$ cat src/rtl/inv_shift_rows_serial.sv
`timescale 1ns/1ps
// inv_shift_rows_serial
//   Byte-serial AES (Inv)ShiftRows. A 16-byte state block is loaded in
//   FIPS-197 byte order (byte k = row k%4, column k/4) into a local buffer,
//   then streamed back out permuted. FORWARD=0 performs InvShiftRows,
//   FORWARD=1 performs ShiftRows.
//
// Ports
//   clk        rising-edge clock
//   rst_n      asynchronous active-low reset
//   in_valid   in_data/in_last valid
//   in_ready   block accepts an input byte this cycle (LOAD phase)
//   in_data    input state byte
//   in_last    marks byte 15 of a block
//   out_valid  out_data/out_last valid (EMIT phase)
//   out_ready  downstream accepts the output byte
//   out_data   transformed state byte, 8'h00 when idle
//   out_last   high with output byte 15
//   frame_err  one-cycle pulse when in_last is misaligned with byte 15
module inv_shift_rows_serial #(
    parameter int FORWARD = 0
) (
    input  logic       clk,
    input  logic       rst_n,
    input  logic       in_valid,
    output logic       in_ready,
    input  logic [7:0] in_data,
    input  logic       in_last,
    output logic       out_valid,
    input  logic       out_ready,
    output logic [7:0] out_data,
    output logic       out_last,
    output logic       frame_err
);

    typedef enum logic {
        LOAD = 1'b0,
        EMIT = 1'b1
    } state_t;

    state_t      state_q, state_d;
    logic [3:0]  wr_cnt_q, wr_cnt_d;
    logic [3:0]  rd_cnt_q, rd_cnt_d;
    logic        init_q, init_d;
    logic        out_valid_q, out_valid_d;
    logic        out_last_q, out_last_d;
    logic [7:0]  out_data_q, out_data_d;
    logic        frame_err_q, frame_err_d;

    logic [7:0]  mem_q [16];
    logic        mem_we;
    logic        in_hs;
    logic        out_hs;

    // Source buffer index for output position k = r + 4c.
    // Inverse: column (c - r) mod 4; forward: column (c + r) mod 4.
    function automatic logic [3:0] src_idx(input logic [3:0] k);
        logic [1:0] r;
        logic [1:0] c;
        logic [1:0] col;
        r = k[1:0];
        c = k[3:2];
        if (FORWARD != 0) begin
            col = c + r;
        end else begin
            col = c - r;
        end
        return {col, r};
    endfunction

    // init_q holds in_ready low through reset and releases it on the first
    // clock edge after deassertion.
    assign in_ready  = init_q && (state_q == LOAD);
    assign out_valid = out_valid_q;
    assign out_data  = out_data_q;
    assign out_last  = out_last_q;
    assign frame_err = frame_err_q;

    assign in_hs  = in_valid && in_ready;
    assign out_hs = out_valid_q && out_ready;

    always_comb begin
        state_d     = state_q;
        wr_cnt_d    = wr_cnt_q;
        rd_cnt_d    = rd_cnt_q;
        init_d      = 1'b1;
        mem_we      = 1'b0;
        frame_err_d = 1'b0;

        case (state_q)
            LOAD: begin
                if (in_hs) begin
                    if (wr_cnt_q == 4'd15) begin
                        // Block completes even when in_last is missing.
                        mem_we      = 1'b1;
                        wr_cnt_d    = '0;
                        rd_cnt_d    = '0;
                        state_d     = EMIT;
                        frame_err_d = !in_last;
                    end else if (in_last) begin
                        // Early in_last: drop the partial block, byte not stored.
                        wr_cnt_d    = '0;
                        frame_err_d = 1'b1;
                    end else begin
                        mem_we   = 1'b1;
                        wr_cnt_d = wr_cnt_q + 4'd1;
                    end
                end
            end
            EMIT: begin
                if (out_hs) begin
                    rd_cnt_d = rd_cnt_q + 4'd1;
                    if (rd_cnt_q == 4'd15) begin
                        state_d = LOAD;
                    end
                end
            end
            default: state_d = LOAD;
        endcase

        // Output registers are loaded with the byte for the next rd_cnt. On
        // entry to EMIT that is source index 0, never the entry 15 being
        // written on the same edge, so no write-to-read bypass is needed.
        out_valid_d = (state_d == EMIT);
        out_last_d  = (state_d == EMIT) && (rd_cnt_d == 4'd15);
        out_data_d  = (state_d == EMIT) ? mem_q[src_idx(rd_cnt_d)] : '0;
    end

    always_ff @(posedge clk or negedge rst_n) begin
        if (!rst_n) begin
            state_q     <= LOAD;
            wr_cnt_q    <= '0;
            rd_cnt_q    <= '0;
            init_q      <= 1'b0;
            out_valid_q <= 1'b0;
            out_last_q  <= 1'b0;
            out_data_q  <= '0;
            frame_err_q <= 1'b0;
        end else begin
            state_q     <= state_d;
            wr_cnt_q    <= wr_cnt_d;
            rd_cnt_q    <= rd_cnt_d;
            init_q      <= init_d;
            out_valid_q <= out_valid_d;
            out_last_q  <= out_last_d;
            out_data_q  <= out_data_d;
            frame_err_q <= frame_err_d;
        end
    end

    // Block buffer: written only in LOAD, no reset needed.
    always_ff @(posedge clk) begin
        if (mem_we) begin
            mem_q[wr_cnt_q] <= in_data;
        end
    end

endmodule

$ cat config.mk
export PLATFORM = sky130hd
export DESIGN_NAME = inv_shift_rows_serial
export DESIGN_NICKNAME = d
export VERILOG_FILES = /design/src/rtl/inv_shift_rows_serial.sv
export SDC_FILE = /design/constraint.sdc
export NUM_CORES = 1
export LEC_CHECK = 0
export CORE_MARGIN = 3
export CORE_UTILIZATION = 55
export CTS_CLUSTER_SIZE = 40
export DETAILED_ROUTE_END_ITERATION = 12
export HOLD_SLACK_MARGIN = 0.08
export PLACE_DENSITY = 0.76
export SLEW_MARGIN = 20
export SYNTH_ARGS = -nofsm -noshare
export SYNTH_HDL_FRONTEND = slang
export SYNTH_SLANG_ARGS = --single-unit
$ cat constraint.sdc
create_clock -name clk -period 2.75 [get_ports clk]
set_input_delay 0.6875 -clock clk [delete_from_list [all_inputs] [get_ports clk]]
set_output_delay 0.6875 -clock clk [all_outputs]
set_load 0.005 [all_outputs]
# Word level (Yosys, flattened, before mapping)
# Memory sizes are Yosys's and may differ from the RTL's.
# Cells that the tools add are included.
# classes
n_mux,22
n_eq_ne,3
addsub,3
shift,0
order_cmp,0
mul,0
div_mod_pow,0
n_reduce_logical,6
bitwise_logic,1
# ops
operator,n
two-way mux 4 bit,5
two-way mux 1 bit,14
"== test 4 bit, second input constant",3
"adder 4 x 1 -> 4 bit, second input constant",2
two-way mux 8 bit,1
one-hot mux 4 bit (2 select lines),1
logical AND 1 bit,4
one-hot mux 1 bit (2 select lines),1
AND reduction 2 bit,1
subtractor 2 bit,1
zero test 1 bit,1
inverter 1 bit,1
# totals
output_inout_bits,12
mem_count,1
reg_bits,20
mem_bits_ro,0
mem_bits_rw,128
latch_bits,0
# mem_list
memory,words,width,rd,rd_ports_with_merged_regs,wr,line_no,text
mem_q,16,8,1,0,1,50,logic [7:0] mem_q [16];

# Logic depth before layout (Yosys ltp)
# Gate-level depths: netlist of run 1.
# An unclocked memory read counts as a cell.
# depth
depth_word,8
depth_mapped,13

# Worst setup path after synthesis of run 1
# OpenSTA, ideal clock, no wires.
# synth_path
path_kind,input port to flip-flop
startpoint,in in_valid
endpoint,"reg out_data_q[4], in the netlist out_data[4]"
setup_slack_ps,-173
required_ps,2628
arrival_time_ps,2801
setup_time_ps,122
cell_stages,12
cell_sequence,and3b_1 > nand2_2 > clkbuf_1 > nand3_1 > o21ai_1 > inv_1 > ha_1 > buf_1 > clkbuf_1 > o21a_1 > o221ai_1 > a32o_1
# synth_between
elab_chain_len,6
word_cells_on_any_way,8
# synth_lines
element,line_no,text
start: declaration,25,"input logic in_valid,"
logical AND 1 bit,79,assign in_hs = in_valid && in_ready;
two-way mux 4 bit,92,if (in_hs) begin
one-hot mux 4 bit (2 select lines),90,case (state_q)
via rd_cnt_d[2],43,"logic [3:0] rd_cnt_q, rd_cnt_d;"
subtractor 2 bit,66,col = c - r;
memory read (16 x 8 bit),n/a,
two-way mux 8 bit,126,out_data_d = (state_d == EMIT) ? mem_q[src_idx(rd_cnt_d)] : '0;
via out_data_d[4],47,"logic [7:0] out_data_q, out_data_d;"
end signal: assignment,146,out_data_q <= out_data_d;
end: declaration,47,
# The timed path passes the listed nets, and every way through them passes these cells.
# A chain may end at the register's enable or synchronous reset.

# Worst setup path in the final report of run 1
# layout_path
startpoint,in out_ready
endpoint,"reg out_data_q[4], in the netlist out_data[4]"
# layout_between
elab_chain_len,6
word_cells_on_any_way,8
# layout_lines
element,line_no,text
start: declaration,30,"input logic out_ready,"
logical AND 1 bit (*),80,assign out_hs = out_valid_q && out_ready;
two-way mux 4 bit,111,if (out_hs) begin
one-hot mux 4 bit (2 select lines),90,
subtractor 2 bit,66,
memory read (16 x 8 bit),n/a,
two-way mux 8 bit (*),126,
via out_data_d[4],47,
# Mark *: on every way through the listed nets, which the timed path passes. The rest lies on a longest branch.

==> results of run 1 <==
## routing by layer
metal	track usage, %	up-vias	routed length [um]
li1	-	1865	-
met1	31.87	2096	6224
met2	39.27	156	7563
met3	4.334	43	838
met4	11.60	0	457
met5	0	-	0
## cells by family (layout without fill, tap and decap cells)
kind of cell,after synthesis,count (layout)
AOI/OAI and AO/OA,90,90
DFF,148,148
adders and majority gates,7,7
xor gates and xnor gates,1,1
muxes,77,77
buffers and inverters,32,115
other,1,1
and+or+nand+nor,80,80
## cell type report
cell class / instances / area [um^2] / share of cell area, %
Sequential cell: 148 / 4344 / 54.86
Inverter: 6 / 22.52 / 0.2844
Clock buffer: 19 / 432.9 / 5.467
Tap cell: 143 / 178.9 / 2.259
Multi-Input combinational cell: 256 / 2100 / 26.51
Timing Repair Buffer: 78 / 733.2 / 9.259
Clock inverter: 12 / 107.6 / 1.359
## worst max-delay path by stage
stage | start | to | slack, ns
finish | out_ready | out_data[4] | 0.12
global route | wr_cnt_q[0] | out_data[3] | 0.01
CTS | wr_cnt_q[1] | out_data[3] | 0.08
detailed placement | out_ready | out_data[1] | -0.29
global placement | out_ready | out_data[5] | -0.25
floorplan | in_valid | out_data[4] | 0.03
## sequential cells by signal, summed over array words and instances, names as in the netlist
| register | cells |
|---|---|
| mem_q | 128 |
| wr_cnt_q | 4 |
| out_last | 1 |
| out_data | 8 |
| rd_cnt_q | 4 |
| init_q | 1 |
| out_valid | 1 |
| frame_err | 1 |
## layout by cell type, fill, tap and decap left out, drive strengths merged, types with 6 or more instances in the layout
cell           instances
clkbuf                19
inv                    8
nor2                  34
mux2i                 50
a32o                   8
o21ai                 14
a21oi                 22
clkdlybuf4s50         24
a211oi                 7
buf                   54
ha                     7
mux2                  13
o221ai                13
mux4                  14
dfrtp                 20
nand3                  6
edfxtp               128
nand2                 15
o21a                   7
clkinv                 7
## worst max-delay path, cell delays in order
cell	delay [ns]
clkdlybuf4s50_1	0.51
a21bo_4	0.27
nand2_2	0.16
buf_12	0.18
mux4_2	0.51
a211oi_1	0.25
a21oi_1	0.12
a32o_1	0.24
## power breakdown
group,switching [uW],leakage [uW],internal (uW)
logic,165,0.00119,133
clock network,880,0.000261,1240
registers,17.5,0.00143,2470
total,1060,0.00288,3840
## per-stage QoR
step / worst slack (ns) / setup TNS, ns / instances / hold WS (ns) / power [uW]
floorplan: 0.02785 / 0 / 436 / 0.3919 / 2691
global placement: -0.2492 / -1.733 / 631 / 0.5999 / 2811
detailed placement: -0.2889 / -2.158 / 631 / 0.6128 / 2823
CTS: 0.08371 / 0 / 662 / 0.6232 / 4929
global route: 0.01219 / 0 / 662 / 0.6431 / 5054
finish: 0.1207 / 0 / 662 / 0.6221 / 4901
==> results.toml, run 1 <==
[setup_path]
cp_max_fo = 9
cp-end-kind = "flip-flop"
ff2ff_setup_slack_ns = 0.17
reg2reg_to = "out_data[3]"
reg2reg_from = "wr_cnt_q[1]"
ff2ff_path_depth = 10
critPathArrivalTime_ns = 2.93
cp-start-kind = "primary input"
cp.required_ns = 3.05
worstSetupPathType = "primary input to flip-flop"

[synthesis]
ys_types = 48
synth_edf_count = 128
synth_top_family_by_area = "multiplexers"
yosysTopAreaCell = "edfxtp_1"
ys_warn_count = 0
ys_ff_latch = 148
netlist_area_um2 = 6614
async_flop_share_pct = 13.51
synth_top_area_share_pct = 58.12
yosys.area_share.simple_pct = 5.978
yosysMostFrequentCell = "edfxtp_1"
ys_top_cells_by_area = "edfxtp_1 58%, dfrtp_1 7.6%, mux2i_1 7.6%"
synth_xor_area_share_pct = 0.1324
synthFlopType = "edfxtp_1"
synth_seq_area_share_pct = 65.68
synthesis.nets = 456
ys_top_cells_by_count = "128 x edfxtp_1, 50 x mux2i_1, 34 x nor2_1"
synth_compound_area_share_pct = 9.554
synth_mux_area_share_pct = 14.55
synth_cells = 436
synth_fa_ha_area_share_pct = 1.324
avgSynthCellArea_um2 = 15.17

[drt]
dr.pass1.iters = 5
vias = 4160
wire_per_inst_um = 22.79
drt_wl_total_um = 15080
ant_nets = 0
routed_via_density = 6.284
drt_iter0_drc = 426
drc = 0

[layout]
drive_above_1_share_pct = 21.19
layout.nets = 527
final_area_um2 = 7919
post-route-util_pct = 68.47
fillers = 769
syn_to_final_growth_pct = 19.73
diodes = 0

[power]
powerDensity_nw_per_um2 = 618.9
irDropWorstVdd_mv = 0.5779
power.leakage_uw = 0.002881

[clock_network]
cts_hold_buf = 0
htreeDepth = 4
cts_root_buf = "clkbuf_16"
clkSinkCount = 148
post_cts.repair.setup_buffers = 0
clk_pin_slew_worst_paths_ns = 0.06
cts_buffers = 17
clk_path_buf_depth = 2
cts_tree = "yes"
worstSkewPairLatency_ns = 0.42
cts_resized = 0

[sta]
worst_pin_slew_ns = 0.5911
max_freq_ghz = 0.3803
slew_headroom_pct = 60.47
fin_skew_ns = 0.009833
maxSlewViolCount = 0
period_minus_slack_ns = 2.629
setup_violations = 0
rsz0062_at_grt = "no"
fin_crit_sh_pct = 95.61
hold_viol_final = 0

[die]
io_pins = 25
die_w_um = 115.7
row_count = 39
core_um2 = 11560
die_y_um = 115.7
die-area_um2 = 13380
start_util_pct = 57.19

[global_route]
grt_pass1_wl_um = 23490
overflow = 0
grt_pass1_vias = 4256
grt_start_max_net_pins = 33
grt_antenna_before_repair = 0
grtUsageTotal_pct = 24.16

[placement]
place_congestion = 0.8466
port_buffers = 24
placed_area_um2 = 7368
dp_hpwl_um = 9764

[hold_path]
hold_path_class = "primary input to async pin"

[status]
outcome = "completed"

[run]
maxCapViolCount = 0
(Power assumes the default switching activity.)
==> run 2, diff against run 1 <==
- CORE_UTILIZATION: 55 -> 60
- PLACE_DENSITY: 0.76 -> 0.79
- clock period: 2.75 -> 3.2 ns (I/O delays scaled with it)
==> run 2 against run 1 <==
Effect of this change:
- count of clock-buffer cells in the layout decreased by 2
- sequential power decreased by 14%
- critical path type unchanged
- non-clock buffer count decreased by 16
- critical path depth increased by 2
==> results.toml, run 2 (synthesis results as in run 1) <==
[clock_network]
cts_hold_buf = 0
clk_pin_slew_worst_paths_ns = 0.06
cts_root_buf = "clkbuf_8"
cts_tree = "yes"
clkSinkCount = 148
htreeDepth = 4
clk_path_buf_depth = 2
cts_buffers = 17
cts_resized = 0
worstSkewPairLatency_ns = 0.52
post_cts.repair.setup_buffers = 0

[power]
p_sw_uw = 961.4
power_frac_seq_pct = 51.3
clockPowerShare_pct = 42.8
power.leakage_uw = 0.002798
powerDensity_nw_per_um2 = 536.7
switching_share_pct = 23.10
pwr-share-comb_pct = 5.9
p_int_uw = 3200
irDropWorstVdd_mv = 0.3715
power_uw = 4161

[drt]
drt_iter0_drc = 403
drt_wl_total_um = 15050
drc = 0
dr.pass1.iters = 5
wire_per_inst_um = 23.51
ant_nets = 0
routed_via_density = 6.488
vias = 4152

[status]
outcome = "completed"

[layout]
layout.nets = 511
syn_to_final_growth_pct = 17.22
diodes = 0
layout_common_cells = "128 x edfxtp_1, 50 x mux2i_1, 34 x nor2_1"
layout_commonest_cell = "edfxtp_1"
drive_above_1_share_pct = 18.65
regMostFlops = "mem_q"
final_area_um2 = 7752
post-route-util_pct = 73.77
largest_register_ffs = 128

[sta]
fin_skew_ns = 0.01287
max_freq_ghz = 0.3541
slew_headroom_pct = 44.29
rsz0062_at_grt = "no"
fin_crit_sh_pct = 88.24
fin_setup_tns_ns = 0
hold_viol_final = 0
setup_violations = 0
maxSlewViolCount = 0
worst_pin_slew_ns = 0.8326
period_minus_slack_ns = 2.824

[placement]
placed_area_um2 = 7214
dp_hpwl_um = 9314
port_buffers = 24
place_congestion = 0.8322

[global_route]
grt_pass1_vias = 4250
overflow = 0
grt_pass1_wl_um = 23740
grtUsageTotal_pct = 25.59
grt_antenna_before_repair = 0
grt_start_max_net_pins = 32

[die]
die-area_um2 = 12320
die_y_um = 111.0
row_count = 37
io_pins = 25
start_util_pct = 62.94
core_um2 = 10510
die_w_um = 111.0

[run]
maxCapViolCount = 0

[setup_path]
worstSetupPathType = "primary input to flip-flop"
cp-start-kind = "primary input"
critPathArrivalTime_ns = 3.26
cp.required_ns = 3.64
cp-end-kind = "flip-flop"
cp_max_fo = 8

[hold_path]
hold_path_class = "primary input to async pin"
==> run 2: final timing paths <==
path                            depth (start not counted)        start           to  slack [ns]
worst max-delay path                                   10    out_ready  out_data[6]        0.38
max in group asynchronous                               2        rst_n  out_data[2]        2.33
worst min register to register                          2  wr_cnt_q[0]  wr_cnt_q[3]        0.63
min in group clk                                        2  wr_cnt_q[0]  wr_cnt_q[3]        0.63
worst max register to register                         10  wr_cnt_q[0]  out_data[6]        0.44
worst min-delay path                                    2        rst_n    frame_err        0.63
==> run 2: power by group through the flow <==
stage                     Sequential (uW)  Combinational (uW)  Clock (uW)
after floorplan                      2170                 144           0
after global placement               2170                 234           0
after detailed placement             2180                 241           0
after CTS                            2140                 246        1800
after global routing                 2140                 267        1900
final                                2140                 245        1780
==> run 2: layer usage <==
layer,track usage [%],share of wire [%],vias up
met3,6.277,6.9,36
met4,8.785,2.5,0
met2,42.39,51,195
met5,0,0,-
met1,33.32,40,2088
li1,-,-,1833
==> run 2: cell type report <==
type / instances / area [um^2]
Clock buffer: 17 / 414.1
Clock inverter: 15 / 123.9
Fill cell: 642 / 2756
Inverter: 6 / 22.52
Multi-Input combinational cell: 256 / 2090
Sequential cell: 148 / 4344
Tap cell: 136 / 170.2
Timing Repair Buffer: 62 / 588.1
==> run 2: metrics by stage <==
step	setup WS, ns	hold slack (ns)	std cells
floorplan	0.1648	0.5044	436
global placement	0.04219	0.5976	608
detailed placement	0.008682	0.6147	608
CTS	0.4626	0.6228	640
global route	0.3111	0.6225	640
finish	0.3763	0.6282	640
==> run 2: critical path, stage by stage <==
cell and delay (ns):
clkdlybuf4s50_1 0.56, buf_4 0.17, nand3_1 0.12, o21ai_1 0.22, inv_1 0.07, ha_1 0.21
o21ai_0 0.08, o2bb2ai_1 0.09, nor2_1 0.64, a32o_1 0.31
==> run 3, diff against run 2 <==
- PLACE_DENSITY: 0.79 -> 0.78
- TNS_END_PERCENT: unset -> 100
==> run 3 against run 2 <==
Effect of this change:
- die area stayed put
- sequential share of layout area fell by 0.78 points
- global-route usage is 1.1 points higher
- sequential power hardly changed
- cell area up 1.4%
- count of clock-buffer cells in the layout up 2
- setup slack got worse by 0.063 ns
- register-to-register slack lost 0.02 ns
- combinational power about the same
- highest routed layer unchanged
==> results.toml, run 3 (synthesis results as in run 1) <==
[layout]
layout_common_cells = "128 x edfxtp_1, 50 x mux2i_1, 39 x buf_4"
regMostFlops = "mem_q"
diodes = 0
layout_commonest_cell = "edfxtp_1"
fillers = 609
fin_cells = 645
syn_to_final_growth_pct = 18.88
final_area_um2 = 7863
layout.nets = 516
drive_above_1_share_pct = 19.45
largest_register_ffs = 128

[drt]
wl_met3_um = 1378
wire_per_inst_um = 24.28
vias = 4194
drt_iter0_drc = 563
routed_via_density = 6.502
drc = 0
met1Wirelength_um = 6067
dr.pass1.iters = 5
ant_nets = 0
top_layer_used = "met4"
drt_wl_total_um = 15660
met2_length_um = 7803

[die]
core_um2 = 10510
die_y_um = 111.0
start_util_pct = 62.94
io_pins = 25
row_count = 37
die-area_um2 = 12320
die_w_um = 111.0

[setup_path]
cp-start-kind = "primary input"
critical-path-slowest-cell = "clkdlybuf4s50_1"
crit_family = "compound AO/OA/AOI/OAI gates"
cp_max_fo = 15
critPathArrivalTime_ns = 3.30
worst-path-buf-inv = 2
worstPathCellList = "clkdlybuf4s50_1 -> a21bo_4 -> nand2_2 -> buf_12 -> mux4_2 -> a211oi_1 -> a21oi_1 -> a32o_1"
worstSetupPathType = "primary input to flip-flop"
slowest_delay_ns = 0.51
cp.required_ns = 3.61
cp-end-kind = "flip-flop"

[sta]
fin_skew_ns = 0.008560
rsz0062_at_grt = "no"
slew_headroom_pct = 41.31
period_minus_slack_ns = 2.887
fin_crit_sh_pct = 90.21
max_freq_ghz = 0.3464
hold_viol_final = 0
worst_pin_slew_ns = 0.8772
maxSlewViolCount = 0
setup_violations = 0

[hold_path]
hold_path_class = "primary input to async pin"

[power]
power_frac_seq_pct = 47.5
switching_share_pct = 21.44
powerDensity_nw_per_um2 = 571.5
p_sw_uw = 963.5
clockPowerShare_pct = 47.0
irDropWorstVdd_mv = 0.3992
pwr-share-comb_pct = 5.5
power.leakage_uw = 0.002855
p_int_uw = 3530

[global_route]
grt_pass1_vias = 4359
grt_pass1_wl_um = 24630
overflow = 0
grt_antenna_before_repair = 0
grt_start_max_net_pins = 26
grtUsageTotal_pct = 26.68

[clock_network]
cts_tree = "yes"
cts_root_buf = "clkbuf_8"
htreeDepth = 4
cts_resized = 0
clk_path_buf_depth = 2
cts_hold_buf = 0
cts_buffers = 17
post_cts.repair.setup_buffers = 0
worstSkewPairLatency_ns = 0.52
clk_pin_slew_worst_paths_ns = 0.07
clkSinkCount = 148

[placement]
placed_area_um2 = 7239
port_buffers = 24
dp_cells = 613
place_congestion = 0.8824
dp_hpwl_um = 9842

[run]
maxCapViolCount = 0

[status]
outcome = "completed"
-- run 3: path summary, 6_finish.rpt --
check                             from          end  slack (ns)  depth (start not counted)
max in group asynchronous        rst_n  out_data[1]        2.56                          1
max reg2reg                wr_cnt_q[0]  out_data[2]        0.42                         10
min in group clk           wr_cnt_q[1]  wr_cnt_q[3]        0.62                          2
min                              rst_n    frame_err        0.26                          1
max                          out_ready  out_data[2]        0.31                          8
min reg2reg                wr_cnt_q[1]  wr_cnt_q[3]        0.62                          2
-- run 3: layout make-up --
cell class              count  area [um^2]  share of cell area [%]
flip-flops and latches    148         4344                   55.25
multi-input cells         256         2090                   26.58
repair buffers             67        608.1                   7.734
clock buffers              19        431.7                   5.490
clock inverters            13        196.4                   2.498
well taps                 136        170.2                   2.164
inverters                   6        22.52                  0.2864
-- run 3: layer usage --
| layer | global-route usage, % | vias to the layer above |
|---|---|---|
| li1 | - | 1840 |
| met1 | 35.37 | 2081 |
| met2 | 43.93 | 233 |
| met3 | 5.459 | 40 |
| met4 | 10.02 | 0 |
| met5 | 0 | - |
-- run 3: per-stage QoR --
step                power (uW)  utilization, %  hold slack, ns  setup slack [ns]  setup TNS (ns)
floorplan                 2313               -          0.5044            0.1648               0
global placement          2412           68.89          0.5981          -0.04937        -0.04937
detailed placement        2419           68.89          0.6052           -0.1031         -0.2639
CTS                       4503           74.87          0.6197            0.4141               0
global route              4630           74.82          0.2762            0.2364               0
finish                    4494           74.82          0.2634            0.3133               0
-- run 3: power by group through the flow --
stage | clock network (uW) | registers (uW) | logic [uW]
after floorplan | 0 | 2170 | 144
after global placement | 0 | 2170 | 237
after detailed placement | 0 | 2180 | 243
after CTS | 2120 | 2140 | 247
after global routing | 2220 | 2140 | 269
final | 2110 | 2140 | 247
